===== src/rtl/pwm_phase_driver.sv =====
// Multi-channel phase-shifted PWM generator with a shared 8-bit period counter.
// New phase profiles are double-buffered and swapped in only at a period wrap or while disabled.
module pwm_phase_driver #(
  parameter int unsigned NUM_CHANNELS = 64,
  parameter int unsigned CLK_DIV      = 1,
  parameter int unsigned DUTY         = 128
) (
  input  logic                         clk,
  input  logic                         rst,
  input  logic                         en,
  input  logic [NUM_CHANNELS-1:0][7:0] phases_in,
  input  logic                         phases_valid,
  output logic [NUM_CHANNELS-1:0]      pwm_out,
  output logic                         period_start,
  output logic                         update_ack
);

  localparam logic [15:0] PRESC_MAX = 16'(CLK_DIV - 1);
  localparam logic [7:0]  DUTY_C    = 8'(DUTY);

  logic [15:0]                   presc_q,     presc_d;
  logic [7:0]                    phase_cnt_q, phase_cnt_d;
  logic [NUM_CHANNELS-1:0][7:0]  shadow_q,    shadow_d;
  logic [NUM_CHANNELS-1:0][7:0]  active_q,    active_d;
  logic                          pending_q,   pending_d;
  logic [NUM_CHANNELS-1:0]       pwm_q,       pwm_d;
  logic                          period_start_q, period_start_d;
  logic                          update_ack_q,   update_ack_d;

  logic tick;
  logic wrap;
  logic apply;

  // NOTE: every variable gets a default at the top of always_comb so no path
  // leaves it unassigned, which is what would otherwise infer a latch.
  always_comb begin
    presc_d        = '0;
    phase_cnt_d    = '0;
    tick           = (presc_q == PRESC_MAX);
    wrap           = en && tick && (phase_cnt_q == 8'hFF);
    // A pending profile goes live at the period wrap, or at once while idle.
    apply          = pending_q && (wrap || !en);

    if (en) begin
      presc_d     = tick ? '0 : presc_q + 16'd1;
      phase_cnt_d = tick ? phase_cnt_q + 8'd1 : phase_cnt_q;
    end

    // Apply reads the old shadow, so a coincident capture stays pending.
    shadow_d       = phases_valid ? phases_in : shadow_q;
    active_d       = apply ? shadow_q : active_q;
    pending_d      = phases_valid || (pending_q && !apply);
    period_start_d = wrap;
    update_ack_d   = apply;

    for (int i = 0; i < int'(NUM_CHANNELS); i++) begin
      pwm_d[i] = en && (8'(phase_cnt_q - active_q[i]) < DUTY_C);
    end
  end

  // NOTE: the phase buffers are plain flops, not RAM, so they are cleared by
  // the async reset like every other state bit; pwm_out drops with it.
  always_ff @(posedge clk or negedge rst) begin
    if (!rst) begin
      presc_q        <= '0;
      phase_cnt_q    <= '0;
      shadow_q       <= '0;
      active_q       <= '0;
      pending_q      <= 1'b0;
      pwm_q          <= '0;
      period_start_q <= 1'b0;
      update_ack_q   <= 1'b0;
    end else begin
      // NOTE: non-blocking assignments so every flop samples pre-edge values.
      presc_q        <= presc_d;
      phase_cnt_q    <= phase_cnt_d;
      shadow_q       <= shadow_d;
      active_q       <= active_d;
      pending_q      <= pending_d;
      pwm_q          <= pwm_d;
      period_start_q <= period_start_d;
      update_ack_q   <= update_ack_d;
    end
  end

  assign pwm_out      = pwm_q;
  assign period_start = period_start_q;
  assign update_ack   = update_ack_q;

endmodule


===== config.mk =====
export PLATFORM = sky130hd
export DESIGN_NAME = pwm_phase_driver
export DESIGN_NICKNAME = d
export VERILOG_FILES = /design/src/rtl/pwm_phase_driver.sv
export SDC_FILE = /design/constraint.sdc
export NUM_CORES = 2
export LEC_CHECK = 0
export BUFFER_PORTS_ARGS = -buffer_cell sky130_fd_sc_hd__buf_4
export CAP_MARGIN = 25
export CORE_UTILIZATION = 59
export DETAILED_ROUTE_END_ITERATION = 8
export GPL_TIMING_DRIVEN = 0
export HOLD_SLACK_MARGIN = 0.06
export PLACE_DENSITY = 0.87
export SYNTH_ARGS = -nofsm -noshare
export SYNTH_HDL_FRONTEND = slang
export SYNTH_SLANG_ARGS = --single-unit

===== constraint.sdc =====
create_clock -name clk -period 3.55 [get_ports clk]
set_input_delay 0.355 -clock clk [delete_from_list [all_inputs] [get_ports clk]]
set_output_delay 0.355 -clock clk [all_outputs]
set_load 0.03 [all_outputs]

---- Word-level counts from Yosys, hierarchy flattened ----
Index checks and enable logic that the tools add are counted.
storage, ports and cells
  bits in registers ....................... 1115
  input bits .............................. 516
  word-level logic and storage cells ...... 343
operators by class
  add/subtract/negate cells ............... 66
  magnitude comparators ................... 64
  equality and inequality tests ........... 2
  multiplexer cells ....................... 4
  reduce and logical (&&, ||, !) cells .... 73
operator list
  operator               number
  $lt 8x8->1 const B     64
  $sub 8x8->8            64
  $logic_and 1x1->1      68
  $mux 16                2
  $add 16x1->16 const B  1
  $logic_not 16->1       1
  $mux 8                 2
  $add 8x1->8 const B    1
  $eq 8x8->1 const B     1
  $logic_not 1->1        2
  $logic_or 1x1->1       2
  $ne 2x1->1 const B     1

---- Logic depth before layout (Yosys ltp) ----
  depth in word-level cells ............... 8
  gate-level depth with buffers ........... 9
  gate-level depth less buffers ........... 6

---- Worst setup path before layout ----
No wires, ideal clock.
  path type ............................... reg2reg
  start point ............................. register phase_cnt_q[4]
  end point ............................... register active_q[100] (netlist bit)
  arrival ................................. 2.925 ns
  data required time ...................... 3.425 ns
  path slack .............................. 0.500 ns
  stages on the path, launching flop included .. 8
  path buffers ............................ 3
  clock period less this slack ............ 3.050 ns
  path through ............................ dfrtp_1 and4_1 and2_1 a41oi_1 buf_4 buf_6 buf_6 mux2_4
between the ends
  longest elaborated chain between the ends .. 4
ends and longest elaborated chain
  item                      line  RTL
  start: declaration        22    logic [7:0] phase_cnt_q, phase_cnt_d;
  start signal: assignment  76    phase_cnt_q <= phase_cnt_d;
  $eq 8x8->1                40    wrap = en && tick && (phase_cnt_q == 8'hFF);
  $logic_and 1x1->1         40
  $logic_or 1x1->1          42    apply = pending_q && (wrap || !en);
  $logic_and 1x1->1         42
  end signal: assignment    78    active_q <= active_d;
  end: declaration          24    logic [NUM_CHANNELS-1:0][7:0] active_q, active_d;
Every way passes these cells.
A chain may end at the register's enable or synchronous reset.

---- Worst setup path in the final report ----
  start point ............................. register phase_cnt_q[1]
  end point ............................... register active_q[342] (netlist bit)
The elaborated chain is that of the path after synthesis.

==> flow_metrics.py <==
metrics = {
    "run_status": {
        "outcome": "finished clean",
    },
    "timing": {
        "timing.hold.ws_ns": 0.3375,
        "hold_violations": 0,
        "layout_min_cycle_time_ns": 3.128,
        "fin_ws_ns": 0.4222,
        "relSlewSlack_pct": 21.97,
        "tightest_slew_ns": 1.170,
        "setup_viol": 0,
        "min_period_over_period_pct": 88.11,
        "drv_slew": 0,
        "fin_skew_ns": 0.03805,
        "final.setup.tns_ns": 0,
        "rsz0062_at_grt": "no",
        "fmax_mhz": 319.7,
    },
    "clocking": {
        "clk_latency_ns": 0.72,
        "postCtsSetupBuffers": 0,
        "cts_tree": "yes",
        "cts_buffer_depth": 3,
        "post_cts_resized": 0,
        "clkTransAtPathRegs_ns": 0.06,
        "cts_max_level": 3,
        "cts-root-buf": "clkbuf_16",
        "cts_buffers": 112,
        "cts_sinks": 1115,
    },
    "final_layout": {
        "nFillCells": 4676,
        "drive_gt1_share_pct": 34.79,
        "fin_util_pct": 76.38,
        "layout_common_cells": "1109 x dfrtp_1, 580 x buf_4, 555 x mux2_2",
        "layout_commonest_cell": "dfrtp_1",
        "seqCellArea_um2": 27920,
        "multiInputGateArea_um2": 24230,
        "area_growth_pct": 28.31,
        "nets": 6197,
    },
    "synthesis": {
        "synth_top_flop_cell": "dfrtp_1",
        "syn_area_um2": 54570,
        "yosys_register_bits": 1115,
        "synth_cell_type_count": 43,
        "synth_seq_area_share_pct": 51.13,
        "async_flop_share_pct": 100.0,
        "synth_edf_count": 0,
        "yosysWarnings": 0,
        "synth_nets": 4971,
        "synth_cells": 4068,
        "synth.avg_cell_area_um2": 13.41,
    },
    "placement": {
        "dp_hpwl_um": 95090,
        "place.gp.congestion": 0.8549,
        "post-place-ws_ns": 0.3613,
        "place.port_buffers": 579,
    },
    "grt": {
        "grt_pass1_wl_um": 273200,
        "grt_antenna_before_repair": 41,
        "grt_max_degree": 189,
        "grt_pass1_vias": 45510,
        "grt_overflow": 0,
        "track_usage_pct": 38.57,
    },
    "setup_path": {
        "critPathSlowestCell": "dfrtp_4",
        "critPathArrivalTime_ns": 3.71,
        "cp_common_cell": "buf_6",
        "reg2reg_to": "active_q[342]",
        "crit_type": "flip-flop to flip-flop",
        "required_ns": 4.14,
        "crit_chain": "buf_16 > ha_1 > and2_1 > a41oi_1 > buf_4 > buf_6 > buf_6 > mux2_4",
        "r2r_start": "phase_cnt_q[1]",
        "rr_worst_depth": 8,
        "r2r_slack_ns": 0.42,
        "slowest_delay_ns": 0.85,
        "critPathLaunchType": "flip-flop",
        "path_buf_inv": 4,
        "critPathMaxFanout": 41,
        "end_kind": "flip-flop",
        "crit_family": "buffers and inverters",
    },
    "floorplan": {
        "die-area_um2": 93710,
        "die_w_um": 306.1,
        "die_y_um": 306.1,
        "ioPinCount": 582,
        "num_rows": 111,
        "start_util_pct": 59.53,
        "design.core.area_um2": 91660,
    },
    "route": {
        "drt_wl_total_um": 182100,
        "route.detailed.drc": 0,
        "vias": 41006,
        "drt_pass1_iterations": 5,
        "ant_nets": 0,
        "avgRoutedWirePerCell_um": 27.50,
        "drt_iter0_markers": 3653,
        "via_per_inst": 6.192,
    },
    "power": {
        "powerDensity_nw_per_um2": 518.5,
        "leakagePower_uw": 0.03416,
        "vdd.ir_drop.worst_v": 0.0006948,
    },
    "min_path": {
        "min_path_type": "input port to async pin",
    },
    "flow_run": {
        "maxCapViolCount": 0,
    },
}
-- layout make-up --
type | instances | share of cell area (%)
Antenna cell | 47 | 0.1680
Timing Repair Buffer | 1112 | 14.22
Multi-Input combinational cell | 2414 | 34.61
Tap cell | 1186 | 2.119
Sequential cell | 1115 | 39.88
Clock buffer | 172 | 4.804
Clock inverter | 37 | 0.7148
Buffer | 147 | 1.372
Inverter | 392 | 2.102
-- routing by layer --
layer	up-vias	track usage, %	wire, um
met5	-	0	91
met3	1097	8.772	14640
li1	16852	-	-
met4	14	27.51	15140
met1	20478	43.58	63810
met2	2565	64.66	88440
-- cell usage after synthesis, types with 64 or more instances --
library cell  instances  area (um^2)
dfrtp_1            1115        27900
mux2_2              555         6250
mux2_4              469         7042
inv_1               391         1468
ha_1                387         4842
nand4_1             134        838.3
nor2_1               84        315.3
clkbuf_1             79        296.5
nand2_1              75        281.5
nand3_1              73        365.4
a21oi_1              72        360.4
xnor2_1              71        621.9
o21ai_0              69        345.3
and3_1               65        406.6
a31oi_1              64        400.4
nand2b_1             64        400.4
-- where the power goes --
group          internal, uW  total (uW)  switching, uW
Clock                  7320       12800           5520
Combinational          3990        7580           3590
Sequential            14500       15900           1390
-- through the flow --
step,cell area (um^2),power (uW),cells
after floorplan,54570,19970,4068
after global placement,60400,21740,5833
after CTS,69870,35270,6573
after detailed placement,60870,22210,5851
after global routing,69980,37370,6606
final,70020,36300,6622
-- flip-flops by register name, summed over array words and instances (netlist names) --
register and cells:
pwm_out 64, pending_q 1, active_q 512, presc_q 16
phase_cnt_q 8, period_start 1, update_ack 1, shadow_q 512
-- how the worst max path moves through the flow --
stage                   startpoint            end  depth (start not counted)
floorplan           phase_cnt_q[4]  active_q[100]                          7
global placement               rst  shadow_q[368]                          1
detailed placement             rst  shadow_q[370]                          4
CTS                 phase_cnt_q[2]  active_q[477]                          9
global route                   rst  shadow_q[368]                          5
finish              phase_cnt_q[1]  active_q[342]                          8
-- cells by family after synthesis --
logic type                 Yosys count  share of synthesized area [%]
AOI/OAI and AO/OA                  401                          4.735
xor gates and xnor gates            78                          1.252
muxes                             1024                          24.36
adders and majority gates          387                          8.873
and+or+nand+nor                    524                          5.193
buffers and inverters              539                          4.457
DFF                               1115                          51.13
-- timing repair --
item | CTS | global route
hold buffers | 513 | 0
endpoints found under the hold margin | 677 | 0
setup endpoints to repair | 0 | 0
Note: power is estimated with default switching activity, not from simulation.
